### src/rtl/mem_stage.sv
// MEM pipeline stage: runs the data-memory handshake, stalls upstream while waiting
// for ack, aborts an access after MAX_WAIT cycles in WAIT, and holds the MEM/WB register.
module mem_stage #(
   parameter int unsigned MAX_WAIT = 16
) (
   input  logic        clk,
   input  logic        rst,
   input  logic        wb_MemToReg_in,
   input  logic        wb_RegWrite_in,
   input  logic        MemRead_in,
   input  logic        MemWrite_in,
   input  logic [31:0] ALURes_in,
   input  logic [31:0] D2_in,
   input  logic [4:0]  RegDest_in,
   input  logic        dmem_ack,
   input  logic [31:0] dmem_rdata,
   input  logic        err_clr,
   output logic        dmem_req,
   output logic        dmem_we,
   output logic [31:0] dmem_addr,
   output logic [31:0] dmem_wdata,
   output logic        stall,
   output logic        wb_MemToReg_out,
   output logic        wb_RegWrite_out,
   output logic [31:0] ReadData_out,
   output logic [31:0] ALURes_out,
   output logic [4:0]  RegDest_out,
   output logic        mem_err
);

   typedef enum logic {S_IDLE, S_WAIT} state_e;

   localparam logic [7:0] LAST_CNT = 8'(MAX_WAIT - 1);

   state_e      state_q, state_d;
   logic [7:0]  cnt_q, cnt_d;
   logic        err_q, err_d;
   logic        mtr_q, rw_q;
   logic [31:0] rdata_q, alu_q;
   logic [4:0]  rd_q;

   logic        acc, bad, timeout, complete, err_set, bubble;

   assign acc     = MemRead_in | MemWrite_in;
   assign bad     = (acc & (ALURes_in[1:0] != 2'b00)) | (MemRead_in & MemWrite_in);
   assign timeout = (state_q == S_WAIT) & (cnt_q == LAST_CNT);

   // Gated by rst so an in-flight request disappears the moment reset asserts,
   // even though upstream still presents the (now discarded) memory instruction.
   assign dmem_req   = rst & (((state_q == S_IDLE) & acc & ~bad) | (state_q == S_WAIT));
   assign dmem_we    = MemWrite_in & dmem_req;
   assign dmem_addr  = ALURes_in;
   assign dmem_wdata = D2_in;
   assign stall      = dmem_req & ~dmem_ack & ~timeout;
   assign complete   = dmem_req & dmem_ack;

   always_ff @(posedge clk or negedge rst) begin
      if (!rst) begin
         state_q <= S_IDLE;
         cnt_q   <= '0;
         err_q   <= 1'b0;
      end else begin
         // NOTE: sequential state uses non-blocking assignments so every flop samples pre-edge values.
         state_q <= state_d;
         cnt_q   <= cnt_d;
         err_q   <= err_d;
      end
   end

   always_comb begin
      // NOTE: every output of this block gets a default first, so no path can infer a latch.
      state_d = state_q;
      cnt_d   = cnt_q;
      err_set = 1'b0;
      unique case (state_q)
         S_IDLE: begin
            if (bad) begin
               err_set = 1'b1;
            end else if (dmem_req && !dmem_ack) begin
               state_d = S_WAIT;
               cnt_d   = '0;
            end
         end
         S_WAIT: begin
            if (dmem_ack) begin
               state_d = S_IDLE;
            end else if (timeout) begin
               state_d = S_IDLE;
               err_set = 1'b1;
            end else begin
               cnt_d = cnt_q + 8'd1;
            end
         end
      endcase
   end

   // Set wins over clear when both land in the same cycle.
   assign err_d  = err_set | (err_q & ~err_clr);
   assign bubble = stall | err_set;

   always_ff @(posedge clk or negedge rst) begin
      if (!rst) begin
         mtr_q   <= 1'b0;
         rw_q    <= 1'b0;
         rdata_q <= '0;
         alu_q   <= '0;
         rd_q    <= '0;
      end else begin
         mtr_q   <= wb_MemToReg_in & ~bubble;
         rw_q    <= wb_RegWrite_in & ~bubble;
         rdata_q <= (complete & MemRead_in) ? dmem_rdata : '0;
         alu_q   <= ALURes_in;
         rd_q    <= RegDest_in;
      end
   end

   assign wb_MemToReg_out = mtr_q;
   assign wb_RegWrite_out = rw_q;
   assign ReadData_out    = rdata_q;
   assign ALURes_out      = alu_q;
   assign RegDest_out     = rd_q;
   assign mem_err         = err_q;

endmodule

### config.mk
export PLATFORM = sky130hd
export DESIGN_NAME = mem_stage
export DESIGN_NICKNAME = d
export VERILOG_FILES = /design/src/rtl/mem_stage.sv
export SDC_FILE = /design/constraint.sdc
export NUM_CORES = 1
export LEC_CHECK = 0
export BUFFER_PORTS_ARGS = -buffer_cell sky130_fd_sc_hd__buf_2
export CAP_MARGIN = 20
export CORE_AREA = 2 2 96 98
export CTS_BUF_LIST = sky130_fd_sc_hd__clkbuf_8
export CTS_CLUSTER_SIZE = 14
export DETAILED_ROUTE_END_ITERATION = 6
export DIE_AREA = 0 0 98 100
export PLACE_DENSITY = 0.78
export SLEW_MARGIN = 20
export SYNTH_ARGS = -nofsm -noshare
export SYNTH_HDL_FRONTEND = slang
export SYNTH_SLANG_ARGS = --single-unit
### constraint.sdc
create_clock -name clk -period 3.87 [get_ports clk]
set_input_delay 0.387 -clock clk [delete_from_list [all_inputs] [get_ports clk]]
set_output_delay 0.387 -clock clk [all_outputs]
set_load 0.1 [all_outputs]
==> results of run 1 <==
[final cells by class]
class	count	area [um2]	area share
clock buffer	9	123.9	0.03120
clock inverter	7	107.6	0.02710
sequential	81	2027	0.5106
inverter	6	25.02	0.006303
timing repair buffer	185	935.9	0.2357
multi-input combinational	94	611.8	0.1541
tap	111	138.9	0.03498
[cells by family (layout without fill, tap and decap cells)]
family | count (synthesis) | after routing | share of synthesized area
flops | 81 | 81 | 0.6413
buf+inv | 74 | 207 | 0.1671
simple gates | 69 | 69 | 0.1303
compound gates | 22 | 22 | 0.05147
fa+ha+maj | 2 | 2 | 0.007125
xor+xnor | 1 | 1 | 0.002772
[flip-flops by register name (all words and copies together) (netlist names)]
register,count
ALURes_out,32
ReadData_out,32
RegDest_out,5
cnt_q,8
mem_err,1
state_q,1
wb_MemToReg_out,1
wb_RegWrite_out,1
[cells in the final DEF (no fill, tap or decap), drive strengths merged, types with 2 or more instances in the layout]
cell and n:
nand2b 2, o21ai 6, nand4 2, dfrtp 81, and2 33, a21oi 3, nor3 7, clkbuf 9
bufinv 2, inv 10, nor2 7, and3 2, nand3 4, a211o 3, nand2 5, buf 184
[critical path, delay by kind of cell]
kind / cells / cell delay (ns)
buffers and inverters: 3 / 1.19
AO/OA/AOI/OAI: 2 / 0.52
AND/OR/NAND/NOR: 1 / 0.27
[power groups by stage]
| stage | Sequential, mW | Clock (mW) | Combinational (mW) |
|---|---|---|---|
| floorplan | 1.10 | 0 | 0.352 |
| global placement | 0.909 | 0 | 0.475 |
| detailed placement | 0.911 | 0 | 0.480 |
| CTS | 0.895 | 0.735 | 0.482 |
| global route | 0.898 | 0.767 | 0.494 |
| finish | 0.895 | 0.709 | 0.478 |
[through the flow]
stage          power [mW]  instance area [um2]  utilization  setup WS, ns  instances
6_report            2.082                 3970       0.4466         1.117        493
5_1_grt             2.160                 3970       0.4466        0.9695        493
4_1_cts             2.112                 3970       0.4466         1.078        493
3_5_place_dp        1.391                 3729       0.4194         1.686        476
3_3_place_gp        1.383                 3729       0.4194         1.749        476
2_1_floorplan       1.453                 3161            -        0.2494        249
[metal layers]
layer | vias to the layer above | global-route usage
li1 | 1003 | -
met1 | 1040 | 0.1574
met2 | 149 | 0.2308
met3 | 22 | 0.06407
met4 | 0 | 0.07158
met5 | - | 0
[worst max path at each step]
stage | depth (start not counted) | slack [ns] | startpoint | end
after floorplan | 4 | 0.25 | cnt_q[0]$_DFFE_PN0P_ | stall
after global placement | 5 | 1.75 | cnt_q[0]$_DFFE_PN0P_ | stall
after detailed placement | 5 | 1.69 | rst | ReadData_out[4]$_DFF_PN0_
after CTS | 6 | 1.08 | rst | stall
after global routing | 6 | 0.97 | rst | stall
final | 6 | 1.12 | rst | stall
[what timing repair did]
| action | 4_1_cts | 5_1_grt |
|---|---|---|
| gates resized for setup | 0 | 0 |
| hold endpoints to repair | 4 | 0 |
| hold buffers | 1 | 0 |
==> flow_summary.json, run 1 <==
{
  "grt_pass1_vias": 2186,
  "antenna_found_initial": 0,
  "route.detailed.drc": 0,
  "grt_pass1_wl_um": 10800,
  "yosysMostFrequentCell": "dfrtp_1",
  "synth_area_um2": 3161,
  "yosys_warnings": 0,
  "max_freq_mhz": 363.3,
  "maxSlewViolCount": 0,
  "cts_max_level": 3,
  "synth_top_area_frac": 0.6413,
  "p_int_mw": 1.330,
  "clk_transition_reported_paths_ns": 0.10,
  "p_leak_nw": 2.214,
  "synth_nets": 359,
  "start_kind": "primary input",
  "hpwl_um": 5579,
  "powerDensity_nw_per_um2": 524.5,
  "crit_slowest_cell": "dlygate4sd3_1",
  "grt.overflow.total": 0,
  "area_delta_synth_final_pct": 25.61,
  "slew_headroom": 0.3610,
  "worst_pin_slew_ns": 0.9586,
  "synth_largest_area_cell": "dfrtp_1",
  "ys.flop_type": "dfrtp_1",
  "grtUsageTotal": 0.1416,
  "synth_cells": 249,
  "pwr-share-comb": 0.230,
  "post-route-period-util": 0.7113,
  "hold-path-endpoint": "RegDest_out[1]$_DFF_PN0_",
  "synth_sequential_area_ratio": 0.6413,
  "worst_hold_slack_ns": 0.1295,
  "routedWlPerCell_um": 14.80,
  "p_sw_uw": 752.0,
  "min_period_ns": 2.753,
  "insertion_delay_ns": 0.35,
  "cp_cell_sequence": "dlygate4sd3_1, buf_4, nor3b_2, a22oi_1, a211oi_1, buf_2",
  "wl_met2_um": 3660,
  "synthArstFlopShare": 1.000,
  "ios": 248,
  "worstHoldPathCells": 1,
  "num_rows": 35,
  "io_buffers": 183,
  "top_layer_used": "met4",
  "wl_met1_um": 2660,
  "die_h_um": 100,
  "gp_congestion": 0.8289,
  "reg2reg_depth": 3,
  "cts_made_buffers": 9,
  "dieArea_um2": 9800,
  "num-fill-cells": 834,
  "rsz0062_at_grt": "no",
  "cts.sinks": 81,
  "drive_gt1_frac": 0.5471,
  "synth_common_cells": "dfrtp_1, buf_4, and2_1",
  "end_kind": "primary output",
  "hold_viol": 0,
  "worst_ep_required_time_ns": 3.48,
  "rr_endpoint": "ReadData_out[12]$_DFF_PN0_",
  "synth_seq_cells": 81,
  "wl_um": 7298,
  "die_width_um": 98,
  "grt_max_degree": 78,
  "synth_cell_types": 40,
  "start_util": 0.3555,
  "routed-wl-met3_um": 743,
  "vias_per_cell": 4.491,
  "rr_startpoint": "state_q$_DFF_PN0_",
  "cts_buffer_depth": 2,
  "cts_tree": "yes",
  "min_from": "RegDest_in[1]",
  "p_sw_frac": 0.3612,
  "cp_max_fo": 8,
  "num-nets-final": 487,
  "synth_edf_count": 0,
  "setup-violations-final": 0,
  "setup-tns-final_ns": 0,
  "cts-root-buf": "clkbuf_8",
  "pwr-share-seq": 0.430,
  "drt_iter0_drc": 124,
  "diodes": 0,
  "postCtsSetupRepairBufs": 0,
  "outcome": "completed",
  "avgSynthCellArea_um2": 12.69,
  "ir_worst_vdd_v": 0.0001539,
  "drtAntennaViolNets": 0,
  "vias": 2214,
  "reg2reg_slack_ns": 2.07,
  "clock_power_share": 0.341,
  "maxCapViolations": 0,
  "finClkSkew_ns": 0.02100,
  "cp.arrival_ns": 2.37,
  "core_area_um2": 8890,
  "crit_type": "in2out",
  "cp_slowest_stage_delay_ns": 0.54,
  "min_path_type": "in2reg",
  "ys_top_cells_by_area": "dfrtp_1, buf_4, and2_1",
  "drt-pass1-iter-count": 4
}
No activity file was read; power rests on OpenSTA's default activity.
==> inputs of run 2 (changes only) <==
PLACE_DENSITY = 0.81   (was 0.78)
clock period = 2.4 ns   (was 3.87 ns; I/O delays follow)
==> flow_summary.json, run 2 (synthesis gave the netlist of run 1 again) <==
{
  "final_cell_mix": "buf_2, dfrtp_1, and2_1, dlygate4sd3_1, clkbuf_8",
  "path_delay_family": "simple AND/OR/NAND/NOR gates",
  "cts_max_level": 3,
  "grtUsageTotal": 0.1586,
  "start_kind": "register",
  "layout.cells.non_filler": 518,
  "maxCapViolations": 0,
  "worst_ep_required_time_ns": 2.16,
  "cts_made_buffers": 9,
  "post-route-period-util": 0.9221,
  "dp.cells": 476,
  "drtAntennaViolNets": 0,
  "cts-root-buf": "clkbuf_8",
  "finClkSkew_ns": 0.01390,
  "rsz0062_at_grt": "no",
  "cp_cell_sequence": "ha_1, nand3_1, nor2_1, a211oi_4, buf_12",
  "cts_buffer_depth": 2,
  "antenna_found_initial": 0,
  "end_kind": "primary output",
  "min_period_ns": 2.213,
  "grt_max_degree": 74,
  "area_delta_synth_final_pct": 34.56,
  "maxSlewViolCount": 0,
  "dieArea_um2": 9800,
  "grt_pass1_vias": 2335,
  "clk_transition_reported_paths_ns": 0.09,
  "worstHoldPathCells": 1,
  "worst-path-buf-inv": 1,
  "drt_iter0_drc": 88,
  "final_cell_area_um2": 4253,
  "drive_gt1_frac": 0.5160,
  "cp_max_fo": 9,
  "diodes": 0,
  "num_rows": 35,
  "drt-pass1-iter-count": 4,
  "num-nets-final": 512,
  "setup-violations-final": 0,
  "die_width_um": 98,
  "crit_type": "reg2out",
  "post-route-util": 0.4784,
  "reg2reg_slack_ns": 0.59,
  "outcome": "completed",
  "cts.sinks": 81,
  "postCtsSetupRepairBufs": 0,
  "hold_viol": 0,
  "placed_area_um2": 3786,
  "slew_headroom": 0.4161,
  "worst_pin_slew_ns": 0.8759,
  "ir_worst_vdd_v": 0.0003447,
  "cp_slowest_stage_delay_ns": 0.43,
  "gp_congestion": 0.8582,
  "grt.overflow.total": 0,
  "cp.arrival_ns": 1.97,
  "vias_per_cell": 4.463,
  "rr_startpoint": "state_q$_DFF_PN0_",
  "max_freq_mhz": 451.9,
  "hpwl_um": 5825,
  "rr_endpoint": "ReadData_out[0]$_DFF_PN0_",
  "io_buffers": 183,
  "reg2reg_depth": 3,
  "min_from": "ALURes_in[23]",
  "powerDensity_nw_per_um2": 771.7,
  "insertion_delay_ns": 0.35,
  "wl_um": 8059,
  "p_leak_nw": 2.313,
  "start_util": 0.3555,
  "routedWlPerCell_um": 15.56,
  "setup-tns-final_ns": 0,
  "cts_tree": "yes",
  "ios": 248,
  "crit_slowest_cell": "dfrtp_1",
  "vias": 2312,
  "final_common_cell": "buf_2",
  "die_h_um": 100,
  "hold-path-endpoint": "ALURes_out[23]$_DFF_PN0_",
  "route.detailed.drc": 0,
  "grt_pass1_wl_um": 12080,
  "core_area_um2": 8890,
  "min_path_type": "in2reg"
}
-- run 2: how the worst max path moves through the flow --
stage                                     from                         end  slack (ns)  depth (start not counted)
after floorplan              state_q$_DFF_PN0_                     dmem_we        0.21                          2
after global placement                     rst  ReadData_out[15]$_DFF_PN0_        0.50                          5
after detailed placement                   rst   ReadData_out[0]$_DFF_PN0_        0.39                          5
after CTS                 cnt_q[0]$_DFFE_PN0P_                       stall        0.16                          5
after global routing      cnt_q[0]$_DFFE_PN0P_                       stall        0.03                          5
final                     cnt_q[0]$_DFFE_PN0P_                       stall        0.19                          5
-- run 2: final cells by class --
type,instances,area (um2)
clock inverter,7,82.58
sequential,81,2027
fill,797,4637
inverter,6,25.02
clock buffer,9,123.9
tap,111,138.9
multi-input combinational,94,624.3
timing repair buffer,210,1231
-- run 2: where the power goes --
group	switching, mW	internal, mW	leakage [nW]
clock network	0.523	0.499	0.0988
registers	0.0278	1.42	1.04
logic	0.663	0.153	1.18
-- run 2: worst register-to-register path, stage by stage, from the launching register on --
cell and delay, ns:
dfrtp_1 0.49, a22oi_1 0.29, nor3_4 0.71, and2_1 0.26
-- run 2: repair_timing --
item	CTS	global route
hold buffers	23	3
resized for setup	0	0
hold endpoints to repair	30	3
setup endpoints to repair	0	0
-- run 2: per-stage QoR --
step,total power [mW],hold WS [ns],worst slack (ns)
final,3.282,0.02167,0.1869
after global routing,3.409,0.00009467,0.02736
after CTS,3.324,0.0002697,0.1580
after detailed placement,2.254,0.07747,0.3880
after global placement,2.247,0.07344,0.4983
after floorplan,2.344,-0.05559,0.2055
-- run 2: layer usage --
layer / up-vias / part of all wire / global-route usage
li1: 1056 / - / -
met1: 1100 / 0.37 / 0.1783
met2: 131 / 0.52 / 0.2750
met3: 25 / 0.080 / 0.05223
met4: 0 / 0.028 / 0.07265
met5: - / 0 / 0
